--- src/rtl/register_file_mp_if.sv ---
// Bus bundle for the multi-port register file: decode-side read ports,
// writeback/load-return write ports and the ready flag.
interface register_file_mp_if #(
  parameter int XLEN   = 32,
  parameter int ADDR_W = 5
);
  logic              rd_en;
  logic [ADDR_W-1:0] addr_rs1;
  logic [ADDR_W-1:0] addr_rs2;
  logic [XLEN-1:0]   data_rs1;
  logic [XLEN-1:0]   data_rs2;
  logic              we0;
  logic [ADDR_W-1:0] addr_rd0;
  logic [XLEN-1:0]   data_rd0;
  logic              we1;
  logic [ADDR_W-1:0] addr_rd1;
  logic [XLEN-1:0]   data_rd1;
  logic              ready;

  modport master (
    output rd_en, addr_rs1, addr_rs2,
    output we0, addr_rd0, data_rd0,
    output we1, addr_rd1, data_rd1,
    input  data_rs1, data_rs2, ready
  );

  modport slave (
    input  rd_en, addr_rs1, addr_rs2,
    input  we0, addr_rd0, data_rd0,
    input  we1, addr_rd1, data_rd1,
    output data_rs1, data_rs2, ready
  );
endinterface

--- src/rtl/register_file_mp.sv ---
// Two-read/two-write integer register file with registered, stallable reads,
// optional write-to-read bypass and a post-reset clear sequencer.
module register_file_mp #(
  parameter int          XLEN      = 32,
  parameter int          NUM_REGS  = 32,
  parameter int          ADDR_W    = $clog2(NUM_REGS),
  parameter int          SP_INDEX  = 2,
  parameter logic [31:0] SP_INIT   = 32'h0100_0000,
  parameter bit          BYPASS_EN = 1'b1
) (
  input logic               clock,
  input logic               reset_n,
  register_file_mp_if.slave rf
);

  localparam logic [0:0] ST_CLEAR = 1'b0;
  localparam logic [0:0] ST_RUN   = 1'b1;

  localparam logic [ADDR_W-1:0] LAST_IDX = ADDR_W'(NUM_REGS - 1);
  localparam logic [ADDR_W-1:0] SP_IDX   = ADDR_W'(SP_INDEX);
  localparam logic [XLEN-1:0]   SP_VAL   = XLEN'(SP_INIT);

  logic [0:0]        state_q, state_d;
  logic [ADDR_W-1:0] clr_cnt_q, clr_cnt_d;
  logic [XLEN-1:0]   rs1_q, rs1_d;
  logic [XLEN-1:0]   rs2_q, rs2_d;

  // Storage has no reset so it can map onto block RAM; the clear sequencer initialises it.
  logic [XLEN-1:0]   regs_q [NUM_REGS];

  logic              run;
  logic              wr0_go;
  logic              wr1_go;
  logic [XLEN-1:0]   rd1_val;
  logic [XLEN-1:0]   rd2_val;

  assign run    = (state_q == ST_RUN);
  assign wr1_go = run && rf.we1 && (rf.addr_rd1 != '0);
  assign wr0_go = run && rf.we0 && (rf.addr_rd0 != '0) &&
                  !(wr1_go && (rf.addr_rd1 == rf.addr_rd0));

  function automatic logic [XLEN-1:0] readPort(
    input logic [ADDR_W-1:0] addr,
    input logic [XLEN-1:0]   arrVal,
    input logic              w0,
    input logic [ADDR_W-1:0] a0,
    input logic [XLEN-1:0]   d0,
    input logic              w1,
    input logic [ADDR_W-1:0] a1,
    input logic [XLEN-1:0]   d1
  );
    logic [XLEN-1:0] val;
    val = arrVal;
    if (addr == '0) begin
      val = '0;
    end else if (BYPASS_EN && w1 && (a1 == addr)) begin
      val = d1;
    end else if (BYPASS_EN && w0 && (a0 == addr)) begin
      val = d0;
    end
    return val;
  endfunction

  always_comb begin
    rd1_val = readPort(rf.addr_rs1, regs_q[rf.addr_rs1], wr0_go, rf.addr_rd0, rf.data_rd0,
                       wr1_go, rf.addr_rd1, rf.data_rd1);
    rd2_val = readPort(rf.addr_rs2, regs_q[rf.addr_rs2], wr0_go, rf.addr_rd0, rf.data_rd0,
                       wr1_go, rf.addr_rd1, rf.data_rd1);
  end

  always_comb begin
    state_d   = state_q;
    clr_cnt_d = clr_cnt_q;
    rs1_d     = rs1_q;
    rs2_d     = rs2_q;
    if (state_q == ST_CLEAR) begin
      clr_cnt_d = clr_cnt_q + ADDR_W'(1);
      rs1_d     = '0;
      rs2_d     = '0;
      if (clr_cnt_q == LAST_IDX) begin
        state_d = ST_RUN;
      end
    end else if (rf.rd_en) begin
      rs1_d = rd1_val;
      rs2_d = rd2_val;
    end
  end

  always_ff @(posedge clock or negedge reset_n) begin
    if (!reset_n) begin
      state_q   <= ST_CLEAR;
      clr_cnt_q <= '0;
      rs1_q     <= '0;
      rs2_q     <= '0;
    end else begin
      state_q   <= state_d;
      clr_cnt_q <= clr_cnt_d;
      rs1_q     <= rs1_d;
      rs2_q     <= rs2_d;
    end
  end

  // wr0_go already excludes a collision with port 1, so at most one write per entry per edge.
  always_ff @(posedge clock) begin
    if (!run) begin
      regs_q[clr_cnt_q] <= (clr_cnt_q == SP_IDX) ? SP_VAL : '0;
    end else begin
      if (wr0_go) begin
        regs_q[rf.addr_rd0] <= rf.data_rd0;
      end
      if (wr1_go) begin
        regs_q[rf.addr_rd1] <= rf.data_rd1;
      end
    end
  end

  assign rf.data_rs1 = rs1_q;
  assign rf.data_rs2 = rs2_q;
  assign rf.ready    = run;

endmodule
--- src/flat_wrapper.sv ---
// flat-port wrapper written by rule: the top's interface ports become plain ports
module register_file_mp_flat 
#(
  parameter int          XLEN      = 32,
  parameter int          NUM_REGS  = 32,
  parameter int          ADDR_W    = $clog2(NUM_REGS),
  parameter int          SP_INDEX  = 2,
  parameter logic [31:0] SP_INIT   = 32'h0100_0000,
  parameter bit          BYPASS_EN = 1'b1
)
  (clock, reset_n, rf_rd_en, rf_addr_rs1, rf_addr_rs2, rf_we0, rf_addr_rd0, rf_data_rd0, rf_we1, rf_addr_rd1, rf_data_rd1, rf_data_rs1, rf_data_rs2, rf_ready);
  register_file_mp_if #(.XLEN(XLEN), .ADDR_W(ADDR_W)) rf_i ();
  input logic clock;
  input logic reset_n;
  input wire logic [$bits(rf_i.rd_en)-1:0] rf_rd_en;
  input wire logic [$bits(rf_i.addr_rs1)-1:0] rf_addr_rs1;
  input wire logic [$bits(rf_i.addr_rs2)-1:0] rf_addr_rs2;
  input wire logic [$bits(rf_i.we0)-1:0] rf_we0;
  input wire logic [$bits(rf_i.addr_rd0)-1:0] rf_addr_rd0;
  input wire logic [$bits(rf_i.data_rd0)-1:0] rf_data_rd0;
  input wire logic [$bits(rf_i.we1)-1:0] rf_we1;
  input wire logic [$bits(rf_i.addr_rd1)-1:0] rf_addr_rd1;
  input wire logic [$bits(rf_i.data_rd1)-1:0] rf_data_rd1;
  output wire logic [$bits(rf_i.data_rs1)-1:0] rf_data_rs1;
  output wire logic [$bits(rf_i.data_rs2)-1:0] rf_data_rs2;
  output wire logic [$bits(rf_i.ready)-1:0] rf_ready;
  assign rf_i.rd_en = rf_rd_en;
  assign rf_i.addr_rs1 = rf_addr_rs1;
  assign rf_i.addr_rs2 = rf_addr_rs2;
  assign rf_i.we0 = rf_we0;
  assign rf_i.addr_rd0 = rf_addr_rd0;
  assign rf_i.data_rd0 = rf_data_rd0;
  assign rf_i.we1 = rf_we1;
  assign rf_i.addr_rd1 = rf_addr_rd1;
  assign rf_i.data_rd1 = rf_data_rd1;
  assign rf_data_rs1 = rf_i.data_rs1;
  assign rf_data_rs2 = rf_i.data_rs2;
  assign rf_ready = rf_i.ready;
  register_file_mp #(.XLEN(XLEN), .NUM_REGS(NUM_REGS), .ADDR_W(ADDR_W), .SP_INDEX(SP_INDEX), .SP_INIT(SP_INIT), .BYPASS_EN(BYPASS_EN)) u_core (.clock(clock), .reset_n(reset_n), .rf(rf_i));
endmodule
--- config.mk ---
export PLATFORM = sky130hd
export DESIGN_NAME = register_file_mp_flat
export DESIGN_NICKNAME = d
export VERILOG_FILES = /design/src/rtl/register_file_mp_if.sv /design/src/rtl/register_file_mp.sv /design/src/flat_wrapper.sv
export SDC_FILE = /design/constraint.sdc
export NUM_CORES = 2
export LEC_CHECK = 0
export CAP_MARGIN = 20
export CORE_MARGIN = 2
export CORE_UTILIZATION = 35
export DETAILED_ROUTE_END_ITERATION = 16
export PLACE_DENSITY = 0.5
export SETUP_SLACK_MARGIN = 0.5
export SYNTH_ARGS = -nofsm -noshare
export SYNTH_HDL_FRONTEND = slang
export SYNTH_SLANG_ARGS = --single-unit
--- constraint.sdc ---
create_clock -name clock -period 4.45 [get_ports clock]
set_clock_uncertainty 0.2 [all_clocks]
set_input_delay 1.335 -clock clock [delete_from_list [all_inputs] [get_ports clock]]
set_output_delay 1.335 -clock clock [all_outputs]
set_load 0.02 [all_outputs]
==> impl_metrics.tcl <==
set metrics [dict create \
    synth.distinct_cells 54 \
    antenna_found_initial 1 \
    cts.clk_slew.worst_paths_ns 0.06 \
    ys_seq_area_share_pct 52.0 \
    synthFlopType "edfxtp_1" \
    required_ns 4.70 \
    rows 155 \
    synth_area_leaders "edfxtp_1, mux4_2, o21ai_0" \
    startpoint "rf_addr_rd0[2]" \
    post-route-util_pct 41.9 \
    start_util_pct 35.1 \
    cts_buffers 131 \
    avgSynthCellArea_um2 11.4 \
    synth_seq_cells 1094 \
    grt_setup_unrepaired "false" \
    worst_slack_ns 0.687 \
    ant_nets 0 \
    tritoncts "yes" \
    report.final.slew_viol_count 0 \
    post-route-min-period_ns 3.76 \
    die_area_um2 182000 \
    p_int_mw 18.7 \
    r2r_start "u_core.rf.ready" \
    boundaryPins 154 \
    final_cells 8025 \
    wl_per_cell_um 31.3 \
    multi_input_area_um2 27900 \
    clkLatencyLatePin_ns 0.79 \
    cts.hold.buffers_added 0 \
    wl_um 251000 \
    holdCritStartpoint "u_core.clr_cnt_q[0]" \
    grt_pass1_vias 46000 \
    worstSetupPathType "primary input to register" \
    gr-total-overflow 0 \
    hold_class "register to register" \
    grt_pass1_wl_um 353000 \
    ys_async_sr_fraction_pct 6.40 \
    core_area_um2 178000 \
    cts_max_level 4 \
    cap_violations 0 \
    peakVddDrop_v 0.000286 \
    p_leak_nw 25.7 \
    layout-drive-gt1-share_pct 21.2 \
    r2r_end "u_core.regs_q[10][30]" \
    netlist_instances 5511 \
    dp_cells 7784 \
    endpoint_kind "register" \
    final_nets 5655 \
    synth_area_um2 62500 \
    vias 48000 \
    cts-resized-gates 0 \
    power.density_nw_per_um2 343 \
    slew_headroom_pct 32.5 \
    cp_max_fo 20 \
    yosysTopAreaCell "edfxtp_1" \
    status "finished clean" \
    portBuffers 153 \
    dr.pass1.iters 6 \
    synth_top_cell_area_share_pct 49.2 \
    groute.usage.overall_pct 27.3 \
    clockPowerShare_pct 41.8 \
    final-hold-violation-count 0 \
    dieWidth_um 427 \
    die_y_um 427 \
    yosysWarnings 0 \
    via_per_inst 5.98 \
    final_area_um2 74600 \
    cts_buffer_depth 3 \
    cts_setup_buffers 0 \
    syn_to_final_growth_pct 19.3 \
    whs_ns 0.316 \
    postPlaceCellArea_um2 70400 \
    startpoint_type "primary input" \
    pwr-share-seq_pct 45.0 \
    synth-edff-count 1024 \
    worst_pin_slew_ns 1.01 \
    arrival_ns 4.02 \
    fillers 16500 \
    place_congestion 0.901 \
    r2r_cells 7 \
    drc 0 \
    drt_first_iter_violations 5946 \
    max_freq_ghz 0.266 \
    clock_sinks 1094 \
    hold_end "u_core.clr_cnt_q[0]" \
    combPwrFrac_pct 13.1 \
    setup_viol 0 \
    synth.net_count 5603 \
    preCtsSetupSlack_ns -0.0142 \
    r2r_slack_ns 1.33 \
    dp_hpwl_um 167000 \
    grt_max_degree 63 \
    regArea_um2 32500 \
    min_period_over_period_pct 84.6 \
    hold_depth 1 \
    sw_frac_of_total_pct 26.7 \
    clock-root-buffer "clkbuf_16" \
    switchingPower_mw 6.83 \
]
per-layer routing:
layer / track usage, % / part of all wire (%)
met4: 11.3 / 4.5
met2: 43.9 / 47
met1: 36.8 / 40
met3: 4.42 / 8.4
met5: 0 / 0
power by group through the flow:
stage / clock [mW] / combinational [mW] / sequential (mW)
after floorplan: 0 / 1.69 / 11.8
after global placement: 0 / 3.31 / 11.7
after global routing: 11.2 / 3.53 / 11.5
final: 10.7 / 3.35 / 11.5
after detailed placement: 0 / 3.33 / 11.7
after CTS: 10.8 / 3.34 / 11.5
through the flow:
| stage | power [mW] | TNS (ns) |
|---|---|---|
| 2_1_floorplan | 13.5 | 0 |
| 5_1_grt | 26.3 | 0 |
| 6_report | 25.6 | 0 |
| 3_5_place_dp | 15.1 | -0.340 |
| 3_3_place_gp | 15.0 | -3.45 |
| 4_1_cts | 25.7 | 0 |
final cells by class:
class / instances / area share (%)
Sequential cell: 1094 / 43.6
Multi-Input combinational cell: 3700 / 37.3
Timing Repair Buffer: 599 / 9.39
Clock buffer: 160 / 4.57
Tap cell: 2355 / 3.95
Clock inverter: 78 / 1.03
Inverter: 37 / 0.186
Antenna cell: 2 / 0.00671
placed cells by master, fill, tap and decap left out, drive strengths merged, types with 2 or more instances in the layout:
cell	n
nand3	11
a32oi	2
dfrtp	70
a221o	32
clkdlybuf4s50	134
a211oi	128
clkbuf	161
mux2i	259
nor2	84
mux4	386
a21oi	32
bufinv	9
ha	3
clkinv	60
and3	5
xor2	15
a31oi	2
xnor2	13
mux2	63
a41oi	4
diode	2
nor2b	75
nand2b	9
o31ai	33
o21ai	1151
clkinvlp	2
nand2	1070
a22oi	191
buf	464
or2	5
inv	44
nor3	79
and2	3
edfxtp	1024
o22ai	31
nor4	4
nor3b	4
cells in the mapped netlist, types with 5 or more instances:
| library cell | count |
|---|---|
| o21ai_0 | 1090 |
| nand2_1 | 1070 |
| edfxtp_1 | 1024 |
| clkbuf_1 | 498 |
| mux4_2 | 386 |
| mux2i_1 | 256 |
| a22oi_1 | 191 |
| a211oi_1 | 127 |
| buf_2 | 99 |
| nor2_1 | 83 |
| nor3_1 | 76 |
| nor2b_1 | 75 |
| dfrtp_1 | 70 |
| mux2_2 | 63 |
| o21ai_1 | 61 |
| buf_1 | 38 |
| buf_4 | 37 |
| inv_1 | 37 |
| o31ai_1 | 33 |
| a221o_1 | 32 |
| a21oi_1 | 31 |
| o22ai_1 | 31 |
| xor2_1 | 15 |
| xnor2_1 | 13 |
| nand3_1 | 11 |
| nand2b_1 | 9 |
| buf_6 | 6 |
| and3_1 | 5 |
cells by family (layout without fill, tap and decap cells):
logic type,count (synthesis),after routing,share of synthesized area [%]
buf+inv,717,874,4.83
compound gates,1608,1608,14.8
simple gates,1353,1353,8.80
other cells,0,2,0
mux,708,708,19.2
fa+ha+maj,3,3,0.0600
xor+xnor,28,28,0.392
flops,1094,1094,52.0
worst max-delay path, stage by stage:
cell             delay, ns
clkdlybuf4s50_1       0.52
buf_4                 0.24
nor3_4                0.20
nand2_1               0.09
nand2_1               0.15
buf_4                 0.19
or2_4                 0.28
buf_4                 0.21
a41oi_4               0.23
o21ai_4               0.28
buf_12                0.26
state kept, by name, summed over array words and instances, names as in the netlist:
name	cells
u_core.regs_q	1024
u_core.clr_cnt_q	5
u_core.rf.data_rs2	32
u_core.rf.data_rs1	32
u_core.rf.ready	1
worst max path at each step:
stage | to | slack, ns | cells after the start
2_1_floorplan | u_core.regs_q[26][0] | 0.47 | 10
3_3_place_gp | u_core.rf.data_rs1[3] | -0.19 | 10
3_5_place_dp | u_core.regs_q[17][17] | -0.01 | 11
4_1_cts | rf_data_rs2[16] | 0.69 | 1
5_1_grt | u_core.regs_q[17][8] | 0.65 | 11
6_report | u_core.regs_q[17][8] | 0.69 | 11
Power figures use the tool's default switching activity.
